[src/rtl/ex_mem_stage_pkg.sv]
// Shared MIPS datapath definitions: widths, ALU control codes, and the
// write-back/memory control bundle carried from EX into MEM.
package ex_mem_stage_pkg;

  localparam int DW = 32;
  localparam int RW = 5;

  localparam logic [3:0] ALU_AND = 4'b0000;
  localparam logic [3:0] ALU_OR  = 4'b0001;
  localparam logic [3:0] ALU_ADD = 4'b0010;
  localparam logic [3:0] ALU_SUB = 4'b0110;
  localparam logic [3:0] ALU_SLT = 4'b0111;
  localparam logic [3:0] ALU_NOR = 4'b1100;

  localparam logic [4:0] REG_ZERO = 5'd0;

  typedef struct packed {
    logic reg_write;
    logic mem_read;
    logic mem_write;
    logic mem_to_reg;
  } wb_ctrl_t;

endpackage

[src/rtl/ex_mem_stage_branch_unit.sv]
// Combinational beq/bne resolution and branch target computation for the
// instruction currently in EX.
module branch_unit
  import ex_mem_stage_pkg::*;
#(
  parameter int DW = ex_mem_stage_pkg::DW
) (
  input  logic [DW-1:0] pc_plus4,
  input  logic [DW-1:0] imm_sext,
  input  logic          alu_zero,
  input  logic          ex_valid,
  input  logic          ex_branch,
  input  logic          ex_branch_ne,
  output logic          taken_d,
  output logic [DW-1:0] target_d
);

  // bne inverts the sense of the zero flag; the target wraps modulo 2^DW
  assign taken_d  = ex_valid & ex_branch & (alu_zero ^ ex_branch_ne);
  assign target_d = pc_plus4 + (imm_sext << 2);

endmodule

[src/rtl/ex_mem_stage.sv]
// EX/MEM pipeline register with branch resolution, forwarding-hit detection
// and load-use hazard detection for the execute-stage operand muxes.
module ex_mem_stage
  import ex_mem_stage_pkg::*;
#(
  parameter int DW = ex_mem_stage_pkg::DW,
  parameter int RW = ex_mem_stage_pkg::RW
) (
  input  logic          clk,
  input  logic          rst_n,
  input  logic [DW-1:0] alu_result,
  input  logic          alu_zero,
  input  logic [DW-1:0] store_data,
  input  logic [DW-1:0] pc_plus4,
  input  logic [DW-1:0] imm_sext,
  input  logic          ex_valid,
  input  logic          ex_reg_write,
  input  logic          ex_mem_read,
  input  logic          ex_mem_write,
  input  logic          ex_mem_to_reg,
  input  logic          ex_branch,
  input  logic          ex_branch_ne,
  input  logic [RW-1:0] ex_write_reg,
  input  logic [RW-1:0] id_rs,
  input  logic [RW-1:0] id_rt,
  input  logic          stall,
  input  logic          flush,
  output logic          mem_valid,
  output logic [DW-1:0] mem_alu_result,
  output logic [DW-1:0] mem_store_data,
  output logic          mem_reg_write,
  output logic          mem_mem_read,
  output logic          mem_mem_write,
  output logic          mem_mem_to_reg,
  output logic [RW-1:0] mem_write_reg,
  output logic          branch_taken,
  output logic [DW-1:0] branch_target,
  output logic          fwd_hit_a,
  output logic          fwd_hit_b,
  output logic          load_use_stall
);

  logic          taken_d;
  logic [DW-1:0] target_d;
  wb_ctrl_t      ex_ctrl;
  wb_ctrl_t      mem_ctrl;
  logic          dest_live;

  branch_unit #(.DW(DW)) u_branch (
    .pc_plus4     (pc_plus4),
    .imm_sext     (imm_sext),
    .alu_zero     (alu_zero),
    .ex_valid     (ex_valid),
    .ex_branch    (ex_branch),
    .ex_branch_ne (ex_branch_ne),
    .taken_d      (taken_d),
    .target_d     (target_d)
  );

  assign ex_ctrl = '{reg_write:  ex_reg_write,
                     mem_read:   ex_mem_read,
                     mem_write:  ex_mem_write,
                     mem_to_reg: ex_mem_to_reg};

  // Flush clears only valid/control state; data registers keep stale values
  always_ff @(posedge clk or negedge rst_n) begin
    if (!rst_n) begin
      mem_valid      <= 1'b0;
      mem_ctrl       <= '0;
      mem_alu_result <= '0;
      mem_store_data <= '0;
      mem_write_reg  <= '0;
      branch_taken   <= 1'b0;
      branch_target  <= '0;
    end else if (flush) begin
      mem_valid    <= 1'b0;
      mem_ctrl     <= '0;
      branch_taken <= 1'b0;
    end else if (!stall) begin
      mem_valid      <= ex_valid;
      mem_ctrl       <= ex_ctrl;
      mem_alu_result <= alu_result;
      mem_store_data <= store_data;
      mem_write_reg  <= ex_write_reg;
      branch_taken   <= taken_d;
      branch_target  <= target_d;
    end
  end

  assign mem_reg_write  = mem_ctrl.reg_write;
  assign mem_mem_read   = mem_ctrl.mem_read;
  assign mem_mem_write  = mem_ctrl.mem_write;
  assign mem_mem_to_reg = mem_ctrl.mem_to_reg;

  // Hazard outputs see only registered state, never the ALU inputs
  assign dest_live      = mem_valid & (mem_write_reg != RW'(REG_ZERO));
  assign fwd_hit_a      = dest_live & mem_ctrl.reg_write & (mem_write_reg == id_rs);
  assign fwd_hit_b      = dest_live & mem_ctrl.reg_write & (mem_write_reg == id_rt);
  assign load_use_stall = dest_live & mem_ctrl.mem_read &
                          ((mem_write_reg == id_rs) | (mem_write_reg == id_rt));

  a_rd_wr_exclusive : assert property (@(posedge clk) disable iff (!rst_n)
    !(ex_valid && ex_mem_read && ex_mem_write));

endmodule
[config.mk]
export PLATFORM = sky130hd
export DESIGN_NAME = ex_mem_stage
export DESIGN_NICKNAME = d
export VERILOG_FILES = /design/src/rtl/ex_mem_stage_pkg.sv /design/src/rtl/ex_mem_stage_branch_unit.sv /design/src/rtl/ex_mem_stage.sv
export SDC_FILE = /design/constraint.sdc
export NUM_CORES = 1
export LEC_CHECK = 0
export ABC_AREA = 1
export CAP_MARGIN = 20
export CORE_MARGIN = 8
export CORE_UTILIZATION = 40
export DETAILED_ROUTE_END_ITERATION = 16
export PLACE_DENSITY = 0.76
export SYNTH_ARGS = -nofsm -noshare
export SYNTH_HDL_FRONTEND = slang
export SYNTH_SLANG_ARGS = --single-unit
[constraint.sdc]
create_clock -name clk -period 1.4 [get_ports clk]
set_clock_uncertainty 0.15 [all_clocks]
set_input_delay 0.21 -clock clk [delete_from_list [all_inputs] [get_ports clk]]
set_output_delay 0.21 -clock clk [all_outputs]
set_load 0.02 [all_outputs]
-- Word level (Yosys, flattened, before mapping)
Cells that the tools add are included.
- input bits: 155
- bits in registers: 107
- word-level logic and storage cells: 34
- output and inout bits: 110
- multiplexer cells: 6
- equality and inequality tests: 3
- bitwise gates (word level): 12
- reduce and logical (&&, ||, !) cells: 2
- add/subtract/negate cells: 1
- operators with widths (kind ; number):
    $add 32x32->32 ; 1
    $eq 5x5->1 ; 2
    $and 1x1->1 ; 8
    $mux 4 ; 2
    $reduce_bool 5->1 ; 1
    $mux 1 ; 4
    $ne 2x1->1 const B ; 1
    $not 1->1 ; 2
    $reduce_and 2->1 ; 1
    $or 1x1->1 ; 1
    $xor 1x1->1 ; 1

-- Longest topological paths before layout
Gate-level depths: netlist (run 1).
- word-level depth: 4
- depth in mapped cells: 13
- mapped depth without buffers: 13

-- Cells and area by module
A second synthesis (run 1) with hierarchy kept.
- cell total of the unflattened synthesis: 949
- area total of the unflattened synthesis: 6568.8 µm²
- by module, submodules not included (module ; area an instance (µm²) ; times used ; cells each ; seq. area each (µm²)):
    ex_mem_stage ; 4252.8 ; 1 ; 499 ; 2677.6
    branch_unit ; 2316.0 ; 1 ; 450 ; 0.0

-- Worst setup path before layout (run 1)
OpenSTA, ideal clock, no wires.
- path type: input to register
- from: input pc_plus4[2]
- to: register branch_target[24]
- library setup time: 0.118 ns
- stages on the path: 13
- buffers on the path: 0
- arrival time: 1.525 ns
- path slack: -0.393 ns
- cell sequence: ha_1 > inv_1 > fa_1 > inv_1 > nand3_1 > nand3_1 > nand2_1 > nand2_1 > nand2_1 > nand3_1 > nand2_1 > nand3_1 > nand2_1
- longest elaborated chain between the ends: 1
- RTL lines (what ; RTL line ; text):
    from (decl) ; ex_mem_stage.sv:14 ; input logic [DW-1:0] pc_plus4,
    $add 32x32->32 ; ex_mem_stage_branch_unit.sv:20 ; assign target_d = pc_plus4 + (imm_sext << 2);
    to (signal assigned) ; ex_mem_stage.sv:86 ; branch_target <= target_d;
    to (decl) ; ex_mem_stage.sv:37 ; output logic [DW-1:0] branch_target,
No other way between the ends.
A chain may end at the register's enable or synchronous reset.

-- Worst setup path in the final report (run 1)
- from: register mem_write_reg[1]
- to: output load_use_stall
- longest elaborated chain between the ends: 4
- elaborated cells on any way between the ends: 7
- those cells by class: 2 x eq/ne; 4 x bitwise; 1 x reduce/logical
- RTL lines (what ; RTL line ; text):
    from (decl) ; ex_mem_stage.sv:35 ; output logic [RW-1:0] mem_write_reg,
    from (signal assigned) ; ex_mem_stage.sv:84 ; mem_write_reg <= ex_write_reg;
    $reduce_bool 5->1 ; ex_mem_stage.sv:96 ; assign dest_live = mem_valid & (mem_write_reg != RW'(REG_ZERO));
    $and 1x1->1 ; ex_mem_stage.sv:96 ;
    $and 1x1->1 ; ex_mem_stage.sv:99 ; assign load_use_stall = dest_live & mem_ctrl.mem_read &
    $and 1x1->1 * ; ex_mem_stage.sv:99 ;
    to (decl) ; ex_mem_stage.sv:40 ; output logic load_use_stall
Mark *: on every way between the ends. The rest lies on a longest branch, timed or not.

==> impl_metrics.json, run 1 <==
{
  "run_status": "finished with violations",
  "violations": "negative setup slack",
  "critical_path.most_common_cell": "sky130_fd_sc_hd__buf_6",
  "synth_top_cells_by_area": "sky130_fd_sc_hd__dfrtp_1 (43%), sky130_fd_sc_hd__nand2_1 (27%), sky130_fd_sc_hd__ha_1 (5.8%)",
  "async_reset_ff_share_pct": 100,
  "wire_per_inst_um": 18.8,
  "floorplan.rows": 45,
  "preCtsSetupSlack_ns": -1.10,
  "finalWeightedCongestion": 0.906,
  "hold_start": "imm_sext[0]",
  "timing.hold.ws_ns": 0.0438,
  "muxShareOfSynthArea_pct": 0,
  "yosysSeqAreaShare_pct": 42.7,
  "combinational_family_with_the_most_area_after_synthesis": "simple AND/OR/NAND/NOR gates",
  "worstReg2RegStart": "mem_write_reg[1]",
  "yosys.area_share.adder_pct": 6.10,
  "antenna_cells_inserted": 0,
  "die-width_um": 141,
  "final_antenna_net_count": 0,
  "area_growth_pct": 87.3,
  "power.density_nw_per_um2": 940,
  "worst_hold_path_type": "primary input to flop",
  "worst_hold_path.num_cells": 4,
  "synthDominantCellAreaShare_pct": 42.7,
  "leakage_nw": 5.81,
  "critical_path.max_stage_delay_ns": 0.43,
  "routed_wl_um": 27500,
  "syn_avg_cell_area_um2": 6.99,
  "die_y_um": 141,
  "cts_made_buffers": 9,
  "via_count": 7439,
  "design.die.area_um2": 20000,
  "reg2reg_slack_ns": 0.30,
  "synthSimpleGateAreaFrac_pct": 36.5,
  "drt-initial-drc-count": 455,
  "worst_path_dominant_cell_family": "buffers and inverters",
  "synth_compound_gate_area_share_pct": 4.23,
  "largestRegisters": "branch_target x32, mem_alu_result x32, mem_store_data x32",
  "post_synth_instance_area_um2": 6270,
  "cts.sinks": 107,
  "worst-path-max-fanout": 3,
  "globalRoute.totalOverflow": 0,
  "rr_worst_depth": 4,
  "yosys.area.top_type": "sky130_fd_sc_hd__dfrtp_1",
  "critPathArrivalTime_ns": 1.75,
  "ioPinCount": 265,
  "share_of_cells_above_drive_strength_1_pct": 44.2,
  "cts.root.buffer_cell": "sky130_fd_sc_hd__clkbuf_16",
  "post-route-cell-area_um2": 11800,
  "place.port_buffers": 262,
  "tns_ns": -3.31,
  "tritoncts_clock_tree": "done",
  "grt_pass1_vias": 7567,
  "ys.warnings.count": 0,
  "finalCriticalPeriod_ns": 2.11,
  "setup.worst_path.class": "flop to primary output",
  "post_dp_cell_area_um2": 10000,
  "post_route_clock_period_utilization_pct": 151,
  "post-synth-top-count-cell": "sky130_fd_sc_hd__nand2_1",
  "timing.critical_path.cells": "buf_4 > xor2_1 > nor2_1 > nand4_1 > buf_6 > a21oi_4 > buf_6",
  "rr_endpoint": "mem_write_reg[1]",
  "unrepaired_setup_endpoints_after_global_routing": "yes",
  "initial_antenna_violation_count": 0,
  "peakVddDrop_v": 0.000700,
  "postSynthRegisterBits": 107,
  "netlist_top_cells_count": "sky130_fd_sc_hd__nand2_1 (457), sky130_fd_sc_hd__dfrtp_1 (107), sky130_fd_sc_hd__inv_1 (95), sky130_fd_sc_hd__nand3_1 (45), sky130_fd_sc_hd__nor2_1 (40)",
  "required_ns": 1.04,
  "maximum_level_of_the_cts_h_tree": 3,
  "setup_ws_ns": -0.710,
  "global_route_wire_length_before_repair_um": 38900,
  "critical_path.startpoint": "mem_write_reg[1]",
  "postSynthNetCount": 1083,
  "post_synth_xor_area_fraction_pct": 3.07,
  "maxCapViolations": 0,
  "grt.total_usage_pct": 24.6,
  "setup_viol_count_final": 26,
  "timing.critical_path.to_type": "primary output",
  "layout.nets": 1433,
  "detailedPlacementHpwl_um": 17900,
  "synthDistinctLibCells": 28,
  "first_pass_iters": 6,
  "cp_num_buf_inv": 3,
  "cp_slowest_cell": "sky130_fd_sc_hd__dfrtp_2",
  "timing_worst_slew_pin_value_ns": 0.280,
  "clock_tree.buffer_depth": 2,
  "clk-insertion-delay-late_ns": 0.35,
  "final_max_slew_viol_count": 0,
  "drc_errors": 0,
  "initial_utilization_pct": 41.1,
  "timing.slew.headroom_pct": 81.3,
  "most_common_flop_cell_mapped_by_yosys": "sky130_fd_sc_hd__dfrtp_1",
  "clk_transition_reported_paths_ns": 0.07,
  "netlist_instances": 898,
  "critical_path.startpoint_type": "flop",
  "hold_violations": 0,
  "worstSetupEndpoint": "load_use_stall",
  "viasPerCell": 5.08,
  "synth_enable_flop_cells": 0,
  "maxClockFrequency_ghz": 0.474,
  "depth_of_the_critical_timing_path_with_buffers_and_inverters_included": 7,
  "grt_start_max_net_pins": 59,
  "placeableCoreArea_um2": 15300
}
==> where the power goes <==
group	internal (mW)	switching, mW	leakage [nW]
clock	1.22	1.23	0.127
sequential	3.53	0.283	1.32
combinational	2.17	2.61	4.36
total	6.92	4.12	5.81
==> worst min-delay path, delay by kind of cell <==
kind,cells,cell delay [ns]
adders and majority gates,1,0.11
and+or+nand+nor,2,0.11
buffers and inverters,1,0.07
==> cell type report <==
cell class                 instances  area, um2
tap                              211        264
sequential                       107       2690
clock buffer                       9        225
timing repair buffer             362       3470
multi-input combinational        672       4690
fill                             992       3510
clock inverter                     6       50.0
inverter                          96        370
==> cell usage in the layout, fill, tap and decap left out, types with 4 or more instances in the layout <==
cell type and instances:
sky130_fd_sc_hd__clkdlybuf4s15_1 4, sky130_fd_sc_hd__xnor2_2 5, sky130_fd_sc_hd__dlygate4sd2_1 6, sky130_fd_sc_hd__nand2_4 35, sky130_fd_sc_hd__nor2_2 5, sky130_fd_sc_hd__a21oi_2 10, sky130_fd_sc_hd__clkbuf_16 10, sky130_fd_sc_hd__nor2_4 28
sky130_fd_sc_hd__buf_6 49, sky130_fd_sc_hd__inv_2 16, sky130_fd_sc_hd__o21ai_1 13, sky130_fd_sc_hd__dfrtp_1 101, sky130_fd_sc_hd__nand3_2 20, sky130_fd_sc_hd__nand2_1 332, sky130_fd_sc_hd__a21oi_4 11, sky130_fd_sc_hd__xor2_1 4
sky130_fd_sc_hd__nand2_2 89, sky130_fd_sc_hd__clkdlybuf4s50_1 93, sky130_fd_sc_hd__nand3_1 20, sky130_fd_sc_hd__o21ai_0 7, sky130_fd_sc_hd__inv_1 77, sky130_fd_sc_hd__xnor2_1 12, sky130_fd_sc_hd__clkdlybuf4s15_2 77, sky130_fd_sc_hd__nand3b_1 5
sky130_fd_sc_hd__nor2_1 12, sky130_fd_sc_hd__buf_4 72, sky130_fd_sc_hd__buf_2 37, sky130_fd_sc_hd__dfrtp_2 6, sky130_fd_sc_hd__buf_12 9, sky130_fd_sc_hd__clkbuf_2 11, sky130_fd_sc_hd__ha_4 29, sky130_fd_sc_hd__nand4_1 4
sky130_fd_sc_hd__nand3_4 10
==> kinds of logic after synthesis <==
kind of cell | after synthesis
AND/OR/NAND/NOR | 571
buffers and inverters | 119
flip-flops | 107
AO/OA/AOI/OAI | 49
adder cells (fa/ha/maj) | 30
XOR/XNOR | 22
==> worst min path at each step <==
stage                     slack [ns]            endpoint
after floorplan                -0.24        branch_taken
after global placement         -0.07  mem_store_data[14]
after detailed placement       -0.07  mem_store_data[14]
after CTS                       0.04    branch_target[2]
after global routing            0.06    branch_target[2]
final                           0.04    branch_target[2]
==> metrics by stage <==
step | instances | power (mW) | utilization, %
2_1_floorplan | 898 | 5.69 | -
3_3_place_gp | 1407 | 7.81 | 65.8
3_5_place_dp | 1407 | 7.87 | 65.8
4_1_cts | 1451 | 10.6 | 73.8
5_1_grt | 1463 | 11.6 | 77.0
6_report | 1463 | 11.0 | 77.0
==> repair_timing <==
| item | 4_1_cts | 5_1_grt |
|---|---|---|
| endpoints found under the hold margin | 107 | 0 |
| hold buffers | 1 | 0 |
| buffers inserted | 29 | 17 |
| pin swaps | 171 | 133 |
| endpoints found under the setup margin | 137 | 54 |
| gates resized for setup | 728 | 203 |
| cloned | 0 | 1 |
==> layer usage <==
| metal | up-vias | track usage [%] | wire [um] |
|---|---|---|---|
| li1 | 3455 | - | - |
| met1 | 3490 | 26.3 | 9770 |
| met2 | 387 | 42.8 | 13800 |
| met3 | 107 | 8.44 | 2490 |
| met4 | 0 | 12.0 | 1370 |
| met5 | - | 0 | 0 |
(Power assumes the default switching activity.)
==> run 2: changes to the inputs <==
Settings changed: CORE_UTILIZATION 40 to 43, PLACE_DENSITY 0.76 to 0.81.
==> run 2 against run 1 <==
First-iteration DRC count is 65% higher; design area decreased by 2.4%; global-route usage grew 2.9 points; critical endpoint unchanged; wire length increased by 11%; maximum frequency increased by 4.4%; sequential share of layout area is 0.56 points higher; sequential power about the same; count of clock-buffer cells in the layout increased by 1; the run still ends with negative setup slack left; clock power grew 13%; die area down 6.2%; core utilization is 2.5 points higher; sequential cell count unchanged.
==> impl_metrics.json, run 2 (synthesis results as in run 1) <==
{
  "cts_made_buffers": 9,
  "wire_per_inst_um": 21.2,
  "die_y_um": 137,
  "cts.sinks": 107,
  "area_growth_pct": 82.8,
  "final_max_slew_viol_count": 0,
  "final_common_cell": "sky130_fd_sc_hd__nand2_1",
  "worst_hold_path_type": "primary input to flop",
  "timing.slew.headroom_pct": 73.0,
  "tns_ns": -4.84,
  "die-width_um": 137,
  "first_pass_iters": 6,
  "finalWeightedCongestion": 0.929,
  "viasPerCell": 5.50,
  "drc_errors": 0,
  "unrepaired_setup_endpoints_after_global_routing": "yes",
  "global_route_wire_length_before_repair_um": 40000,
  "initial_antenna_violation_count": 0,
  "clock_tree.buffer_depth": 2,
  "grt_pass1_vias": 7763,
  "critical_path.startpoint_type": "flop",
  "maxClockFrequency_ghz": 0.495,
  "detailedPlacementHpwl_um": 18000,
  "run_status": "finished with violations",
  "required_ns": 1.04,
  "via_count": 7866,
  "grt_start_max_net_pins": 44,
  "final_antenna_net_count": 0,
  "share_of_cells_above_drive_strength_1_pct": 42.0,
  "post-route-cell-area_um2": 11500,
  "drt-initial-drc-count": 753,
  "peakVddDrop_v": 0.000759,
  "setup_viol_count_final": 32,
  "most-common-layout-cells": "sky130_fd_sc_hd__nand2_1 (354), sky130_fd_sc_hd__dfrtp_1 (101), sky130_fd_sc_hd__clkdlybuf4s50_1 (93), sky130_fd_sc_hd__inv_1 (80), sky130_fd_sc_hd__nand2_2 (66)",
  "clk-insertion-delay-late_ns": 0.36,
  "antenna_cells_inserted": 0,
  "finalCriticalPeriod_ns": 2.02,
  "maximum_level_of_the_cts_h_tree": 3,
  "place.port_buffers": 262,
  "post_dp_cell_area_um2": 10000,
  "cts.root.buffer_cell": "sky130_fd_sc_hd__clkbuf_16",
  "timing_worst_slew_pin_value_ns": 0.406,
  "largestRegisters": "branch_target x32, mem_alu_result x32, mem_store_data x32",
  "setup.worst_path.class": "flop to primary output",
  "post_route_clock_period_utilization_pct": 144,
  "worst-path-max-fanout": 3,
  "globalRoute.totalOverflow": 0,
  "floorplan.rows": 44,
  "initial_utilization_pct": 43.5,
  "violations": "negative setup slack",
  "power.density_nw_per_um2": 989,
  "grt.total_usage_pct": 27.6,
  "tritoncts_clock_tree": "done",
  "timing.critical_path.to_type": "primary output",
  "maxCapViolations": 0,
  "clk_transition_reported_paths_ns": 0.07,
  "design.die.area_um2": 18700,
  "timing.hold.ws_ns": 0.0277,
  "layout.nets": 1426,
  "ioPinCount": 265,
  "leakage_nw": 5.79,
  "placeableCoreArea_um2": 14400,
  "setup_ws_ns": -0.621,
  "utilization_pct": 79.5,
  "critPathArrivalTime_ns": 1.66,
  "routed_wl_um": 30400,
  "hold_violations": 0
}
-- run 2: cell count changes in the layout (fill, tap and decap cells not counted), sizes merged --
cell / before / now
buf: 169 / 170
bufinv: 0 / 1
clkbuf: 21 / 28
clkdlybuf4s15: 81 / 65
clkinvlp: 3 / 0
dlygate4sd2: 6 / 8
inv: 97 / 99
-- run 2: what timing repair did --
action / CTS / global route
resized for setup: 693 / 195
pin swaps: 137 / 125
endpoints found under the hold margin: 96 / 0
buffers inserted: 21 / 12
setup endpoints to repair: 139 / 80
hold buffers: 1 / 0
-- run 2: power by group --
group / switching (mW) / internal [mW] / total [mW]
logic: 2.67 / 2.07 / 4.74
clock network: 1.30 / 1.48 / 2.78
registers: 0.298 / 3.53 / 3.83
-- run 2: path summary, 6_finish.rpt --
path | start | endpoint | slack, ns | cells past startpoint
min in group asynchronous | rst_n | mem_store_data[21] | 0.15 | 2
hold reg to reg | mem_alu_result[24] | mem_alu_result[24] | 0.32 | 2
setup / recovery | mem_write_reg[0] | load_use_stall | -0.62 | 6
hold / removal | pc_plus4[2] | branch_target[2] | 0.03 | 4
setup reg to reg | mem_write_reg[0] | mem_write_reg[0] | 0.26 | 4
max in group asynchronous | rst_n | mem_store_data[18] | 0.42 | 3
-- run 2: stage by stage --
step,setup WS (ns),instances,total power [mW]
2_1_floorplan,-0.213,898,5.69
3_3_place_gp,-0.991,1383,7.77
3_5_place_dp,-1.02,1383,7.84
4_1_cts,-0.650,1419,10.9
5_1_grt,-0.709,1430,11.8
6_report,-0.621,1430,11.3
-- run 2: cell type report --
type | count | area (um2)
Clock inverter | 6 | 80.1
Tap cell | 184 | 230
Inverter | 96 | 365
Multi-Input combinational cell | 672 | 4580
Fill cell | 910 | 2950
Sequential cell | 107 | 2690
Timing Repair Buffer | 355 | 3290
Clock buffer | 10 | 239
-- run 2: critical path, stage by stage, from the launching register on --
cell and delay (ns):
sky130_fd_sc_hd__dfrtp_2 0.45, sky130_fd_sc_hd__xor2_1 0.15, sky130_fd_sc_hd__nor2_1 0.17, sky130_fd_sc_hd__nand4_1 0.13
sky130_fd_sc_hd__buf_4 0.17, sky130_fd_sc_hd__a21oi_4 0.11, sky130_fd_sc_hd__buf_6 0.13
-- run 2: metal layers --
metal	up-vias	routed length, um	GRT usage (%)	share of wire, %
met5	-	0	0	0
met4	0	2380	16.4	7.8
met3	219	3760	9.73	12
met2	590	14600	47.1	48
met1	3620	9660	28.8	32
li1	3437	-	-	-
